[config.mk]
export PLATFORM = sky130hd
export DESIGN_NAME = sgd_update_sched
export DESIGN_NICKNAME = d
export VERILOG_FILES = /design/src/rtl/sgd_pkg.sv /design/src/rtl/sgd_pe.sv /design/src/rtl/sgd_update_sched.sv
export SDC_FILE = /design/constraint.sdc
export NUM_CORES = 1
export LEC_CHECK = 0
export BUFFER_PORTS_ARGS = -buffer_cell sky130_fd_sc_hd__buf_2
export CORE_MARGIN = 4
export CORE_UTILIZATION = 66
export DETAILED_ROUTE_END_ITERATION = 16
export GPL_TIMING_DRIVEN = 1
export PLACE_DENSITY_LB_ADDON = 0.3
export SLEW_MARGIN = 20
export SYNTH_ARGS = -nofsm -noshare
export SYNTH_HDL_FRONTEND = slang
export SYNTH_HIERARCHICAL = 1
export SYNTH_SLANG_ARGS = --single-unit
[constraint.sdc]
create_clock -name clk -period 17.67 [get_ports clk]
set_clock_uncertainty 0.05 [all_clocks]
set_input_delay 3.534 -clock clk [delete_from_list [all_inputs] [get_ports clk]]
set_output_delay 3.534 -clock clk [all_outputs]
set_load 0.01 [all_outputs]
[src/rtl/sgd_pkg.sv]
// Shared types and arithmetic helpers for the SGD update engine.
// SGD_SAT_EN selects a saturating update instead of two's-complement wrap.
package sgd_pkg;

  localparam int unsigned DATA_W = 16;
  localparam int unsigned FRAC_W = 8;

  typedef enum logic [1:0] {StIdle, StRun, StDrain, StDone} sgd_state_e;

  // Q8.8 * Q8.8 -> Q16.16; the arithmetic shift keeps bits [23:8] (floor)
  function automatic logic [DATA_W-1:0] sgd_scale(input logic [DATA_W-1:0] lr,
                                                  input logic [DATA_W-1:0] g);
    logic signed [2*DATA_W-1:0] prod;
    prod = $signed(lr) * $signed(g);
    return DATA_W'(prod >>> FRAC_W);
  endfunction

  // Same slice, but clamped to the 16-bit signed range instead of truncated
  function automatic logic [DATA_W-1:0] sgd_scale_sat(input logic [DATA_W-1:0] lr,
                                                      input logic [DATA_W-1:0] g);
    logic signed [2*DATA_W-1:0] sh;
    sh = ($signed(lr) * $signed(g)) >>> FRAC_W;
    if (sh > 32'sd32767) return 16'h7FFF;
    if (sh < -32'sd32768) return 16'h8000;
    return sh[DATA_W-1:0];
  endfunction

  function automatic logic [DATA_W-1:0] sat16(input logic signed [DATA_W:0] x);
    if (x > 17'sd32767) return 16'h7FFF;
    if (x < -17'sd32768) return 16'h8000;
    return x[DATA_W-1:0];
  endfunction

endpackage

[src/rtl/sgd_pe.sv]
// Two-stage multiply-subtract lane: S1 registers lr*g slice, p and address; S2 drives the write.
// SGD_SAT_EN defined: slice and difference are clamped rather than wrapped.
module sgd_pe
  import sgd_pkg::*;
#(
  parameter int unsigned AddrW = 4
) (
  input  logic              clk_i,
  input  logic              rst_ni,
  input  logic [DATA_W-1:0] lr_i,
  input  logic [DATA_W-1:0] p_i,
  input  logic [DATA_W-1:0] g_i,
  input  logic              valid_i,
  input  logic [AddrW-1:0]  addr_i,
  output logic              wr_en_o,
  output logic [AddrW-1:0]  wr_addr_o,
  output logic [DATA_W-1:0] wr_data_o
);

  logic              valid_q;
  logic [AddrW-1:0]  addr_q;
  logic [DATA_W-1:0] p_q;
  logic [DATA_W-1:0] scale_d, scale_q;

  always_comb begin
`ifdef SGD_SAT_EN
    scale_d = sgd_scale_sat(lr_i, g_i);
`else
    scale_d = sgd_scale(lr_i, g_i);
`endif
  end

  // Data registers only load on valid beats so idle cycles do not toggle the lane
  always_ff @(posedge clk_i or negedge rst_ni) begin
    if (!rst_ni) begin
      valid_q <= 1'b0;
      addr_q  <= '0;
      p_q     <= '0;
      scale_q <= '0;
    end else begin
      valid_q <= valid_i;
      if (valid_i) begin
        addr_q  <= addr_i;
        p_q     <= p_i;
        scale_q <= scale_d;
      end
    end
  end

`ifdef SGD_SAT_EN
  logic signed [DATA_W:0] diff;
  always_comb begin
    diff      = $signed({p_q[DATA_W-1], p_q}) - $signed({scale_q[DATA_W-1], scale_q});
    wr_data_o = sat16(diff);
  end
`else
  always_comb begin
    wr_data_o = p_q - scale_q;
  end
`endif

  assign wr_en_o   = valid_q;
  assign wr_addr_o = addr_q;

endmodule

[src/rtl/sgd_update_sched.sv]
// Sequential SGD update scheduler: streams all parameters through one sgd_pe lane.
// SGD_SAT_EN (see sgd_pe) selects saturating updates.
module sgd_update_sched
  import sgd_pkg::*;
#(
  parameter int unsigned NUM_PARAMS = 13,
  parameter int unsigned ADDR_W     = (NUM_PARAMS > 1) ? $clog2(NUM_PARAMS) : 1
) (
  input  logic              clk,
  input  logic              rst_n,
  input  logic              start,
  input  logic [DATA_W-1:0] lr,
  output logic              busy,
  output logic              done,
  output logic              rd_en,
  output logic [ADDR_W-1:0] rd_addr,
  input  logic [DATA_W-1:0] p_rdata,
  input  logic [DATA_W-1:0] g_rdata,
  output logic              wr_en,
  output logic [ADDR_W-1:0] wr_addr,
  output logic [DATA_W-1:0] wr_data
);

  localparam logic [ADDR_W-1:0] LastAddr = ADDR_W'(NUM_PARAMS - 1);

  sgd_state_e        state_q, state_d;
  logic [ADDR_W-1:0] cnt_q, cnt_d;
  logic [DATA_W-1:0] lr_q, lr_d;
  logic              rd_q;
  logic [ADDR_W-1:0] raddr_q;

  always_ff @(posedge clk or negedge rst_n) begin
    if (!rst_n) begin
      state_q <= StIdle;
      cnt_q   <= '0;
      lr_q    <= '0;
    end else begin
      state_q <= state_d;
      cnt_q   <= cnt_d;
      lr_q    <= lr_d;
    end
  end

  always_comb begin
    state_d = state_q;
    cnt_d   = cnt_q;
    lr_d    = lr_q;
    unique case (state_q)
      StIdle: begin
        if (start) begin
          state_d = StRun;
          cnt_d   = '0;
          lr_d    = lr;
        end
      end
      StRun: begin
        if (cnt_q == LastAddr) state_d = StDrain;
        else cnt_d = cnt_q + 1'b1;
      end
      StDrain: begin
        if (wr_en && (wr_addr == LastAddr)) state_d = StDone;
      end
      StDone:  state_d = StIdle;
      default: state_d = StIdle;
    endcase
  end

  always_comb begin
    rd_en   = (state_q == StRun);
    rd_addr = rd_en ? cnt_q : '0;
    busy    = (state_q != StIdle);
    done    = (state_q == StDone);
  end

  // RAM data arrives one cycle after the strobe; align valid/address with it
  always_ff @(posedge clk or negedge rst_n) begin
    if (!rst_n) begin
      rd_q    <= 1'b0;
      raddr_q <= '0;
    end else begin
      rd_q    <= rd_en;
      raddr_q <= rd_addr;
    end
  end

  sgd_pe #(
    .AddrW (ADDR_W)
  ) u_pe (
    .clk_i     (clk),
    .rst_ni    (rst_n),
    .lr_i      (lr_q),
    .p_i       (p_rdata),
    .g_i       (g_rdata),
    .valid_i   (rd_q),
    .addr_i    (raddr_q),
    .wr_en_o   (wr_en),
    .wr_addr_o (wr_addr),
    .wr_data_o (wr_data)
  );

endmodule
==> results of run 1 <==
==> synth_stat cells (7+ instances only) <==
| cell | instances |
|---|---|
| sky130_fd_sc_hd__nor2_1 | 29 |
| sky130_fd_sc_hd__a21oi_1 | 20 |
| sky130_fd_sc_hd__nor2b_1 | 7 |
| sky130_fd_sc_hd__nor3_1 | 8 |
| sky130_fd_sc_hd__nand2_1 | 134 |
| sky130_fd_sc_hd__clkbuf_1 | 35 |
| sky130_fd_sc_hd__mux2i_1 | 8 |
| sky130_fd_sc_hd__ha_1 | 92 |
| sky130_fd_sc_hd__fa_1 | 187 |
| sky130_fd_sc_hd__o21ai_0 | 17 |
| sky130_fd_sc_hd__xor2_1 | 14 |
| sky130_fd_sc_hd__nand2b_1 | 7 |
| sky130_fd_sc_hd__mux2_2 | 35 |
| sky130_fd_sc_hd__xnor2_1 | 36 |
| sky130_fd_sc_hd__dfrtp_1 | 64 |
| sky130_fd_sc_hd__and2_1 | 99 |
| sky130_fd_sc_hd__inv_1 | 269 |
==> state kept, by name, summed over array words and instances, names as in the netlist <==
| name | cells |
|---|---|
| lr_q | 16 |
| u_pe/p_q | 16 |
| u_pe/scale_q | 16 |
| cnt_q | 4 |
| raddr_q | 4 |
| u_pe/wr_addr_o | 4 |
| state_q | 2 |
| rd_q | 1 |
| u_pe/wr_en_o | 1 |
==> stage by stage <==
stage / instance area, µm² / utilization (%) / instances / hold WS, ps
after global routing: 11500 / 72.4 / 1399 / 448
after CTS: 11500 / 72.4 / 1399 / 434
after global placement: 11100 / 70.4 / 1384 / 407
after detailed placement: 11100 / 70.4 / 1384 / 417
final: 11500 / 72.4 / 1399 / 433
after floorplan: 10600 / - / 1127 / 302
==> cell type report <==
class	instances	area [µm²]
fillers	1155	4360
well taps	216	270
repair buffers	79	398
clock buffers	12	246
clock inverters	3	67.6
inverters	269	1010
multi-input cells	756	7870
flip-flops and latches	64	1600
==> cells by family after synthesis <==
group,synth area share [%]
xor+xnor,4.12
buf+inv,10.9
compound gates,5.28
simple gates,14.0
flops,15.1
mux,4.57
fa+ha+maj,46.1
==> routing by layer <==
layer / vias to the layer above / track usage, % / wire length (µm)
met2: 250 / 47.9 / 12100
met4: 0 / 10.2 / 893
met3: 67 / 4.47 / 1160
met5: - / 0 / 0
met1: 3839 / 32.7 / 8680
li1: 3483 / - / -
==> how the worst max path moves through the flow <==
stage	startpoint	to	slack [ps]	cells after the start
2_1_floorplan	g_rdata[7]	u_pe/scale_q[14]	8850	19
3_3_place_gp	g_rdata[1]	u_pe/scale_q[14]	8660	20
3_5_place_dp	g_rdata[1]	u_pe/scale_q[14]	8500	20
4_1_cts	g_rdata[7]	u_pe/scale_q[14]	8800	22
5_1_grt	g_rdata[1]	u_pe/scale_q[14]	8470	20
6_report	g_rdata[2]	u_pe/scale_q[14]	8780	20
==> critical path, stage by stage <==
cell and delay (ps):
sky130_fd_sc_hd__buf_2 270, sky130_fd_sc_hd__nand2_1 120, sky130_fd_sc_hd__fa_1 510, sky130_fd_sc_hd__fa_1 550, sky130_fd_sc_hd__inv_1 50, sky130_fd_sc_hd__fa_1 490, sky130_fd_sc_hd__inv_1 50, sky130_fd_sc_hd__fa_1 570
sky130_fd_sc_hd__fa_1 450, sky130_fd_sc_hd__fa_1 500, sky130_fd_sc_hd__inv_1 40, sky130_fd_sc_hd__ha_1 340, sky130_fd_sc_hd__a21o_1 180, sky130_fd_sc_hd__a21o_1 190, sky130_fd_sc_hd__a21o_1 190, sky130_fd_sc_hd__a21oi_1 300
sky130_fd_sc_hd__o211ai_1 150, sky130_fd_sc_hd__a31oi_1 230, sky130_fd_sc_hd__xor2_1 180, sky130_fd_sc_hd__mux2i_1 100
==> cell usage in the layout, fill, tap and decap left out, drive strengths merged, types with 12 or more instances in the layout <==
| cell type | instances |
|---|---|
| and2 | 100 |
| nand2 | 134 |
| clkbuf | 12 |
| mux2 | 36 |
| a21oi | 21 |
| buf | 79 |
| ha | 92 |
| inv | 269 |
| dfrtp | 64 |
| xnor2 | 36 |
| fa | 187 |
| o21ai | 20 |
| nor2 | 29 |
| xor2 | 14 |
==> reports/qor.txt, run 1 <==
CTS
----------------------------------------------------------------------------------------------------
Clock Sink Count                                                                                  64
Cell at the root of the clock tree                                                      sky130_fd_sc_hd__clkbuf_16
Worst-Skew Late Latency                                                                       330 ps
Max Root-Sink Buffers                                                                              2
Number of gates resized after CTS                                                                  0
TritonCTS clock tree                                                                            done
TritonCTS buffer count                                                                             9
Count of buffers added by post-CTS timing repair for setup                                         0
CTS Hold Buffers Added                                                                             0
Clock-pin slew reported for the worst setup and hold paths after clock tree synthesis          60 ps
Clock H-tree levels                                                                                3

SYNTH
----------------------------------------------------------------------------------------------------
Number of flops mapped to enable cells by yosys                                                    0
Number of unique standard cell types used by synthesis                                            52
Top cell type by total area after synthesis                                             sky130_fd_sc_hd__fa_1
Post-Synthesis Cell Area                                                                  10,600 µm²
Register bit total from synthesis                                                                 64
Warnings from Yosys                                                                                6
Average cell area after synthesis                                                           9.43 µm²
Sequential share of the synthesized area                                                       15.1%
Flip-flop cell with the highest count after synthesis                                   sky130_fd_sc_hd__dfrtp_1
Leading cell types by total area after synthesis                                        sky130_fd_sc_hd__fa_1 (35%), sky130_fd_sc_hd__dfrtp_1 (15%), sky130_fd_sc_hd__ha_1 (11%)
Fraction of synthesized cell area taken by the top area cell type                              35.2%
Post-Synthesis Cells                                                                           1,127
Total nets after synthesis                                                                     1,457
Ys async rst share                                                                              100%

MIN PATH
----------------------------------------------------------------------------------------------------
Hold-critical path endpoint                                                             u_pe/wr_addr_o[2]
Worst hold start                                                                          raddr_q[2]
Number of instances on the worst hold path                                                         1
Worst hold-check path type                                                              flop to flop

SETUP PATH
----------------------------------------------------------------------------------------------------
Critical-path maximum fanout                                                                      16
Capture point of the worst reg-to-reg path                                              u_pe/scale_q[14]
Worst R2R Path Depth                                                                              21
Startpoint Class                                                                          input port
Start of the worst register-to-register path                                                 lr_q[7]
Crit path required time                                                                    17,800 ps
Category of the worst setup path capture point                                                  flop
FF-to-FF setup slack                                                                       11,430 ps
Critical path class                                                                     input port to flop
Endpoint arrival time on the critical path                                                   9020 ps

FLOORPLANNING
----------------------------------------------------------------------------------------------------
Die boundary height                                                                           135 µm
Effective utilization at floorplan                                                             67.1%
Width of the die                                                                              135 µm
Die Footprint                                                                             18,200 µm²
Floorplan row count                                                                               46
I/O pin cnt                                                                                       79
Core region area                                                                          15,800 µm²

ROUTE
----------------------------------------------------------------------------------------------------
First-pass iteration count of the detailed router                                                  5
Routed wire per std cell                                                                     16.3 µm
DR vias                                                                                        7,639
Aggregate routed wire length                                                               22,800 µm
Detailed router's first-iteration violation count                                                259
Number of design rule violations left after detail routing                                         0
Average via count per standard cell                                                             5.46
Post-DRT Antenna Nets                                                                              0

GLOBAL ROUTING
----------------------------------------------------------------------------------------------------
Overall global routing resource usage                                                          26.8%
Initial antenna violation count                                                                    0
Pin count of the biggest net entering global routing                                              65
Wire length of the first global-routing pass                                               38,500 µm
Gr ovfl total                                                                                      0
Vias in the first global route                                                                 8,221

STA
----------------------------------------------------------------------------------------------------
Setup repair after global routing missed its margin                                               no
Number of setup violations in the final report                                                     0
Highest clock frequency the design can meet                                                  112 MHz
Worst-case setup margin in the final layout                                                  8780 ps
Transition time of the tightest slew-check pin                                                922 ps
Max-slew violation count                                                                           0
Final cycle utilization of the critical path                                                   50.3%
Count of endpoints failing hold in the final timing report                                         0
TNS Setup                                                                                       0 ps
Remaining max-slew budget at the tightest pin                                                  38.5%
Post-layout minimum cycle time                                                               8890 ps

LAYOUT
----------------------------------------------------------------------------------------------------
Share of cells above drive strength 1                                                          11.7%
Total Nets Final                                                                               1,509
Layout-stage area growth over the synthesis result                                             7.88%
Diode count                                                                                        0

STATUS
----------------------------------------------------------------------------------------------------
Outcome                                                                                 finished clean

PLACEMENT
----------------------------------------------------------------------------------------------------
DP HPWL                                                                                    17,800 µm
Setup Slack @ Placement                                                                      8500 ps
Port Buffers                                                                                      78
Global placement routability congestion                                                        0.923

RUN
----------------------------------------------------------------------------------------------------
Max-capacitance violation count                                                                    0

Power of run 1 is not shown: default switching activity piles up to over one toggle a cycle in this logic, so the estimate is an artifact.
==> inputs of run 2 (changes only) <==
Settings changed: CORE_UTILIZATION 66 to 63.
Clock period 17.67 ns to 8.45 ns, I/O delays scaled along.
==> run 2 against run 1 <==
Die area is 4.5% higher. Critical path type unchanged. Hold slack worse by 10 ps. Sequential share of layout area hardly changed. Core utilization is 3.4 points lower. Highest routed layer unchanged. Design area hardly changed. Critical endpoint unchanged.
==> reports/qor.txt, run 2 (synthesized netlist as in run 1, its figures left out) <==
STATUS
----------------------------------------------------------------------------------------------------
Outcome                                                                                 finished clean

GLOBAL ROUTING
----------------------------------------------------------------------------------------------------
Gr ovfl total                                                                                      0
Pin count of the biggest net entering global routing                                              65
Wire length of the first global-routing pass                                               37,200 µm
Initial antenna violation count                                                                    0
Vias in the first global route                                                                 8,123
Overall global routing resource usage                                                          25.0%

FLOORPLANNING
----------------------------------------------------------------------------------------------------
Floorplan row count                                                                               47
Core region area                                                                          16,600 µm²
Die boundary height                                                                           138 µm
Effective utilization at floorplan                                                             64.1%
Width of the die                                                                              138 µm
Die Footprint                                                                             19,000 µm²
I/O pin cnt                                                                                       79

SETUP PATH
----------------------------------------------------------------------------------------------------
Slowest Stage Delay on Critical Path                                                          560 ps
Critical-path maximum fanout                                                                      15
Gate family responsible for the most delay along the worst path                          adder cells
Most common cell type on the critical path                                              sky130_fd_sc_hd__fa_1
Critical path class                                                                     input port to flop
CP max stage cell                                                                       sky130_fd_sc_hd__fa_1
Endpoint arrival time on the critical path                                                   7060 ps
Buffers and inverters on the worst path                                                            4
Startpoint Class                                                                          input port
Crit path required time                                                                      8580 ps
Category of the worst setup path capture point                                                  flop
Crit path cell chain                                                                    buf_2, nand2_1, fa_1, fa_1, inv_1, fa_1, inv_1, fa_1, fa_1, fa_1, inv_1, ha_1, a21o_1, a21o_1, a21o_1, a21oi_1, o211ai_1, a31oi_1, xor2_1, mux2i_1

CTS
----------------------------------------------------------------------------------------------------
TritonCTS clock tree                                                                            done
Worst-Skew Late Latency                                                                       330 ps
CTS Hold Buffers Added                                                                             0
Max Root-Sink Buffers                                                                              2
Clock H-tree levels                                                                                3
Number of gates resized after CTS                                                                  0
Clock-pin slew reported for the worst setup and hold paths after clock tree synthesis          50 ps
Count of buffers added by post-CTS timing repair for setup                                         0
TritonCTS buffer count                                                                             9
Cell at the root of the clock tree                                                      sky130_fd_sc_hd__clkbuf_16
Clock Sink Count                                                                                  64

PLACEMENT
----------------------------------------------------------------------------------------------------
Global placement routability congestion                                                        0.879
Number of placed cells counting well taps                                                      1,388
Port Buffers                                                                                      78
Setup Slack @ Placement                                                                      1190 ps
DP HPWL                                                                                    17,900 µm

STA
----------------------------------------------------------------------------------------------------
Transition time of the tightest slew-check pin                                                960 ps
Post-layout minimum cycle time                                                               6930 ps
Highest clock frequency the design can meet                                                  144 MHz
Count of endpoints failing hold in the final timing report                                         0
Remaining max-slew budget at the tightest pin                                                  36.0%
Min Hold Slack                                                                                423 ps
TNS Setup                                                                                       0 ps
Max-slew violation count                                                                           0
Final cycle utilization of the critical path                                                   82.0%
Worst-case setup margin in the final layout                                                  1520 ps
Setup repair after global routing missed its margin                                               no
Number of setup violations in the final report                                                     0

ROUTE
----------------------------------------------------------------------------------------------------
Detailed router's first-iteration violation count                                                361
Aggregate routed wire length                                                               22,500 µm
Post-DRT Antenna Nets                                                                              0
Average via count per standard cell                                                             5.40
DR vias                                                                                        7,578
First-pass iteration count of the detailed router                                                  5
Number of design rule violations left after detail routing                                         0
Routed wire per std cell                                                                     16.0 µm

LAYOUT
----------------------------------------------------------------------------------------------------
Layout-stage area growth over the synthesis result                                             7.78%
Number of standard cells in the layout, taps in and fillers out                                1,404
Total Nets Final                                                                               1,509
Sequential cell area                                                                        1600 µm²
Largest registers                                                                       lr_q x16, u_pe/p_q x16, u_pe/scale_q x16
Area taken by multi-input logic gates                                                       7870 µm²
Diode count                                                                                        0
Share of cells above drive strength 1                                                          11.9%
Fill count                                                                                     1,331
Commonest non-fill, non-tap cells in the layout                                         sky130_fd_sc_hd__inv_1 (269), sky130_fd_sc_hd__fa_1 (187), sky130_fd_sc_hd__nand2_1 (134), sky130_fd_sc_hd__and2_1 (99), sky130_fd_sc_hd__ha_1 (92)
Leading cell type in the layout, fill and taps excluded                                 sky130_fd_sc_hd__inv_1

MIN PATH
----------------------------------------------------------------------------------------------------
Worst hold-check path type                                                              flop to flop

RUN
----------------------------------------------------------------------------------------------------
Max-capacitance violation count                                                                    0

-- run 2: cell types whose count changed in the layout (fill, tap and decap cells not counted) --
| cell | change |
|---|---|
| sky130_fd_sc_hd__clkinv_2 | +2 |
| sky130_fd_sc_hd__clkbuf_1 | -1 |
| sky130_fd_sc_hd__clkinv_4 | +1 |
| sky130_fd_sc_hd__bufinv_16 | -1 |
-- run 2: area by class of cell --
cell class / instances / area share, %
Clock buffer: 11 / 2.12
Clock inverter: 5 / 0.492
Inverter: 269 / 8.82
Multi-Input combinational cell: 756 / 68.7
Sequential cell: 64 / 14.0
Tap cell: 220 / 2.40
Timing Repair Buffer: 79 / 3.47
-- run 2: worst register-to-register path, stage by stage, from the launching register on --
cell	delay [ps]
sky130_fd_sc_hd__dfrtp_1	760
sky130_fd_sc_hd__nand2_1	180
sky130_fd_sc_hd__fa_1	580
sky130_fd_sc_hd__inv_1	60
sky130_fd_sc_hd__fa_1	490
sky130_fd_sc_hd__inv_1	50
sky130_fd_sc_hd__fa_1	520
sky130_fd_sc_hd__inv_1	50
sky130_fd_sc_hd__fa_1	350
sky130_fd_sc_hd__inv_1	80
sky130_fd_sc_hd__fa_1	440
sky130_fd_sc_hd__fa_1	490
sky130_fd_sc_hd__inv_1	40
sky130_fd_sc_hd__ha_1	360
sky130_fd_sc_hd__a21o_1	200
sky130_fd_sc_hd__a21o_1	180
sky130_fd_sc_hd__a21o_1	170
sky130_fd_sc_hd__a21oi_1	260
sky130_fd_sc_hd__o211ai_1	150
sky130_fd_sc_hd__a31oi_1	220
sky130_fd_sc_hd__xor2_1	160
sky130_fd_sc_hd__mux2i_1	80
-- run 2: path summary, 6_finish.rpt --
check	startpoint	to	slack [ps]	cells after the start
max in group asynchronous	rst_n	rd_q	6300	2
hold reg to reg	raddr_q[0]	u_pe/wr_addr_o[0]	420	1
hold / removal	raddr_q[0]	u_pe/wr_addr_o[0]	420	1
setup / recovery	g_rdata[1]	u_pe/scale_q[14]	1520	20
min in group asynchronous	rst_n	cnt_q[0]	1480	2
setup reg to reg	lr_q[7]	u_pe/scale_q[14]	2360	21
-- run 2: layer usage --
metal,GRT usage (%),up-vias,part of all wire (%)
met5,0,-,0
met4,8.67,0,3.7
met3,3.52,65,4.6
met2,45.6,222,53
met1,30.4,3810,39
li1,-,3481,-
-- run 2: stage by stage --
step / utilization, % / instance area (µm²)
after floorplan: - / 10600
after global placement: 67.3 / 11200
after detailed placement: 67.3 / 11200
after CTS: 69.1 / 11500
after global routing: 69.1 / 11500
final: 69.1 / 11500
Power of run 2 is left out for the same reason.
==> inputs of run 3 (changes only) <==
Settings changed: CORE_UTILIZATION 63 to 57.
Clock period 8.45 ns to 5.6 ns, I/O delays scaled along.
==> run 3 against run 2 <==
Design area up 12%. Routed wire length increased by 8.3%. Sequential share of layout area decreased by 1.4 points. Non-clock buffer count is 103 higher. First-iteration DRC count is 22% lower. Global-route usage fell by 0.24 points. Flip-flop and latch count did not move. Critical endpoint unchanged. The run now ends with negative setup slack left. Core utilization grew 1.3 points. Hold slack improved by 5.5 ps.
==> reports/qor.txt, run 3 (synthesized netlist as in run 1, its figures left out) <==
STATUS
----------------------------------------------------------------------------------------------------
Outcome                                                                                 finished with violations
Failing checks                                                                          negative setup slack

CTS
----------------------------------------------------------------------------------------------------
Clock-pin slew reported for the worst setup and hold paths after clock tree synthesis          60 ps
TritonCTS clock tree                                                                            done
Cell at the root of the clock tree                                                      sky130_fd_sc_hd__clkbuf_16
Worst-Skew Late Latency                                                                       350 ps
TritonCTS buffer count                                                                             9
Clock H-tree levels                                                                                3
Max Root-Sink Buffers                                                                              2
Clock Sink Count                                                                                  64
CTS Hold Buffers Added                                                                             0

SETUP PATH
----------------------------------------------------------------------------------------------------
Startpoint Class                                                                          input port
Crit path required time                                                                      5730 ps
Endpoint arrival time on the critical path                                                   6030 ps
Critical-path maximum fanout                                                                       6
Slowest Stage Delay on Critical Path                                                          540 ps
CP max stage cell                                                                       sky130_fd_sc_hd__fa_1
Most common cell type on the critical path                                              sky130_fd_sc_hd__fa_1
Critical path class                                                                     input port to flop
Crit path cell chain                                                                    buf_12, and2_4, fa_1, inv_1, fa_1, fa_1, inv_1, fa_1, fa_1, inv_1, fa_1, inv_1, ha_2, a21o_1, a21o_1, a21o_1, a21oi_2, o211ai_1, a31oi_1, xor2_1, mux2i_1
Category of the worst setup path capture point                                                  flop

LAYOUT
----------------------------------------------------------------------------------------------------
Share of cells above drive strength 1                                                          24.2%
Fill count                                                                                     1,341
Layout-stage area growth over the synthesis result                                             20.2%
Number of standard cells in the layout, taps in and fillers out                                1,516
Commonest non-fill, non-tap cells in the layout                                         sky130_fd_sc_hd__inv_1 (260), sky130_fd_sc_hd__fa_1 (182), sky130_fd_sc_hd__nand2_1 (122), sky130_fd_sc_hd__buf_4 (92), sky130_fd_sc_hd__and2_1 (88)
Diode count                                                                                        0
Total Nets Final                                                                               1,612
Leading cell type in the layout, fill and taps excluded                                 sky130_fd_sc_hd__inv_1
Final Util                                                                                     70.4%
Largest registers                                                                       lr_q x16, u_pe/p_q x16, u_pe/scale_q x16

ROUTE
----------------------------------------------------------------------------------------------------
Average via count per standard cell                                                             5.27
M1 WL                                                                                        9310 µm
Met2 WL post-DR                                                                            13,100 µm
Highest signal layer in the routed design                                                       met4
DR vias                                                                                        7,990
Post-DRT Antenna Nets                                                                              0
Aggregate routed wire length                                                               24,400 µm
Number of design rule violations left after detail routing                                         0
Sum of met3 wire segment lengths after detailed routing                                       991 µm
Routed wire per std cell                                                                     16.1 µm
Detailed router's first-iteration violation count                                                281
First-pass iteration count of the detailed router                                                  5

PLACEMENT
----------------------------------------------------------------------------------------------------
Number of placed cells counting well taps                                                      1,487
Global placement routability congestion                                                        0.938
Port Buffers                                                                                      78
DP HPWL                                                                                    19,900 µm

STA
----------------------------------------------------------------------------------------------------
Remaining max-slew budget at the tightest pin                                                  36.6%
Count of endpoints failing hold in the final timing report                                         0
Final cycle utilization of the critical path                                                    105%
Max-slew violation count                                                                           0
Setup repair after global routing missed its margin                                              yes
Post-layout minimum cycle time                                                               5900 ps
Worst-case setup margin in the final layout                                                  -300 ps
Transition time of the tightest slew-check pin                                                951 ps
Number of setup violations in the final report                                                     8
TNS Setup                                                                                   -1410 ps
Highest clock frequency the design can meet                                                  169 MHz

GLOBAL ROUTING
----------------------------------------------------------------------------------------------------
Pin count of the biggest net entering global routing                                              47
Gr ovfl total                                                                                      0
Wire length of the first global-routing pass                                               40,700 µm
Initial antenna violation count                                                                    0
Vias in the first global route                                                                 8,660
Overall global routing resource usage                                                          24.8%

FLOORPLANNING
----------------------------------------------------------------------------------------------------
Effective utilization at floorplan                                                             58.6%
Floorplan row count                                                                               49
Die boundary height                                                                           145 µm
I/O pin cnt                                                                                       79
Core region area                                                                          18,100 µm²
Die Footprint                                                                             20,900 µm²
Width of the die                                                                              145 µm

MIN PATH
----------------------------------------------------------------------------------------------------
Worst hold-check path type                                                              flop to flop

RUN
----------------------------------------------------------------------------------------------------
Max-capacitance violation count                                                                    0

==> run 3: changes by cell type in the layout (fill, tap and decap cells not counted), moves of 9 or more <==
cell / previous run / this run
sky130_fd_sc_hd__buf_4: 1 / 92
sky130_fd_sc_hd__ha_1: 92 / 76
sky130_fd_sc_hd__buf_6: 0 / 14
sky130_fd_sc_hd__buf_2: 78 / 66
sky130_fd_sc_hd__nand2_1: 134 / 122
sky130_fd_sc_hd__and2_1: 99 / 88
sky130_fd_sc_hd__and2_4: 0 / 11
sky130_fd_sc_hd__ha_4: 0 / 11
sky130_fd_sc_hd__nand2_2: 0 / 10
sky130_fd_sc_hd__inv_1: 269 / 260
sky130_fd_sc_hd__inv_2: 0 / 9
==> run 3: metrics by stage <==
stage	instance area, µm²	hold WS, ps	setup WS [ps]
floorplan	10800	302	-329
global placement	11900	410	-695
detailed placement	11900	414	-760
CTS	12600	429	-168
global route	12800	441	-515
finish	12800	429	-300
==> run 3: what timing repair did <==
item                       CTS  global route
setup buffers                6             8
cloned                       1             0
setup endpoints to repair   12            14
pin swaps                   50            27
gates resized for setup     65            34
==> run 3: path summary, 6_finish.rpt <==
kind	from	end	slack (ps)	cells after the start
setup / recovery	g_rdata[4]	u_pe/scale_q[14]	-300	21
hold / removal	raddr_q[2]	u_pe/wr_addr_o[2]	430	1
setup reg to reg	lr_q[6]	u_pe/scale_q[14]	-90	17
hold reg to reg	raddr_q[2]	u_pe/wr_addr_o[2]	430	1
max in group asynchronous	rst_n	rd_q	3840	2
min in group asynchronous	rst_n	cnt_q[1]	700	1
==> run 3: layer usage <==
metal / global-route usage, % / vias up
li1: - / 3690
met1: 30.0 / 4045
met2: 45.1 / 205
met3: 3.60 / 50
met4: 8.59 / 0
met5: 0 / -
==> run 3: critical path, delay by kind of cell <==
family	cells	cell delay [ps]
xor gates and xnor gates	1	170
buffers and inverters	5	310
and+or+nand+nor	1	140
adders and majority gates	7	3110
muxes	1	110
AOI/OAI and AO/OA	6	1060
==> run 3: cell type report <==
class                      count  area [µm²]  share of cell area [%]
timing repair buffer         182        1360                    10.6
inverter                     269        1010                    7.90
clock buffer                  12         256                    2.01
tap                          229         287                    2.24
multi-input combinational    756        8190                    64.1
clock inverter                 4        76.3                   0.598
sequential                    64        1600                    12.5
Power of run 3 is left out for the same reason.
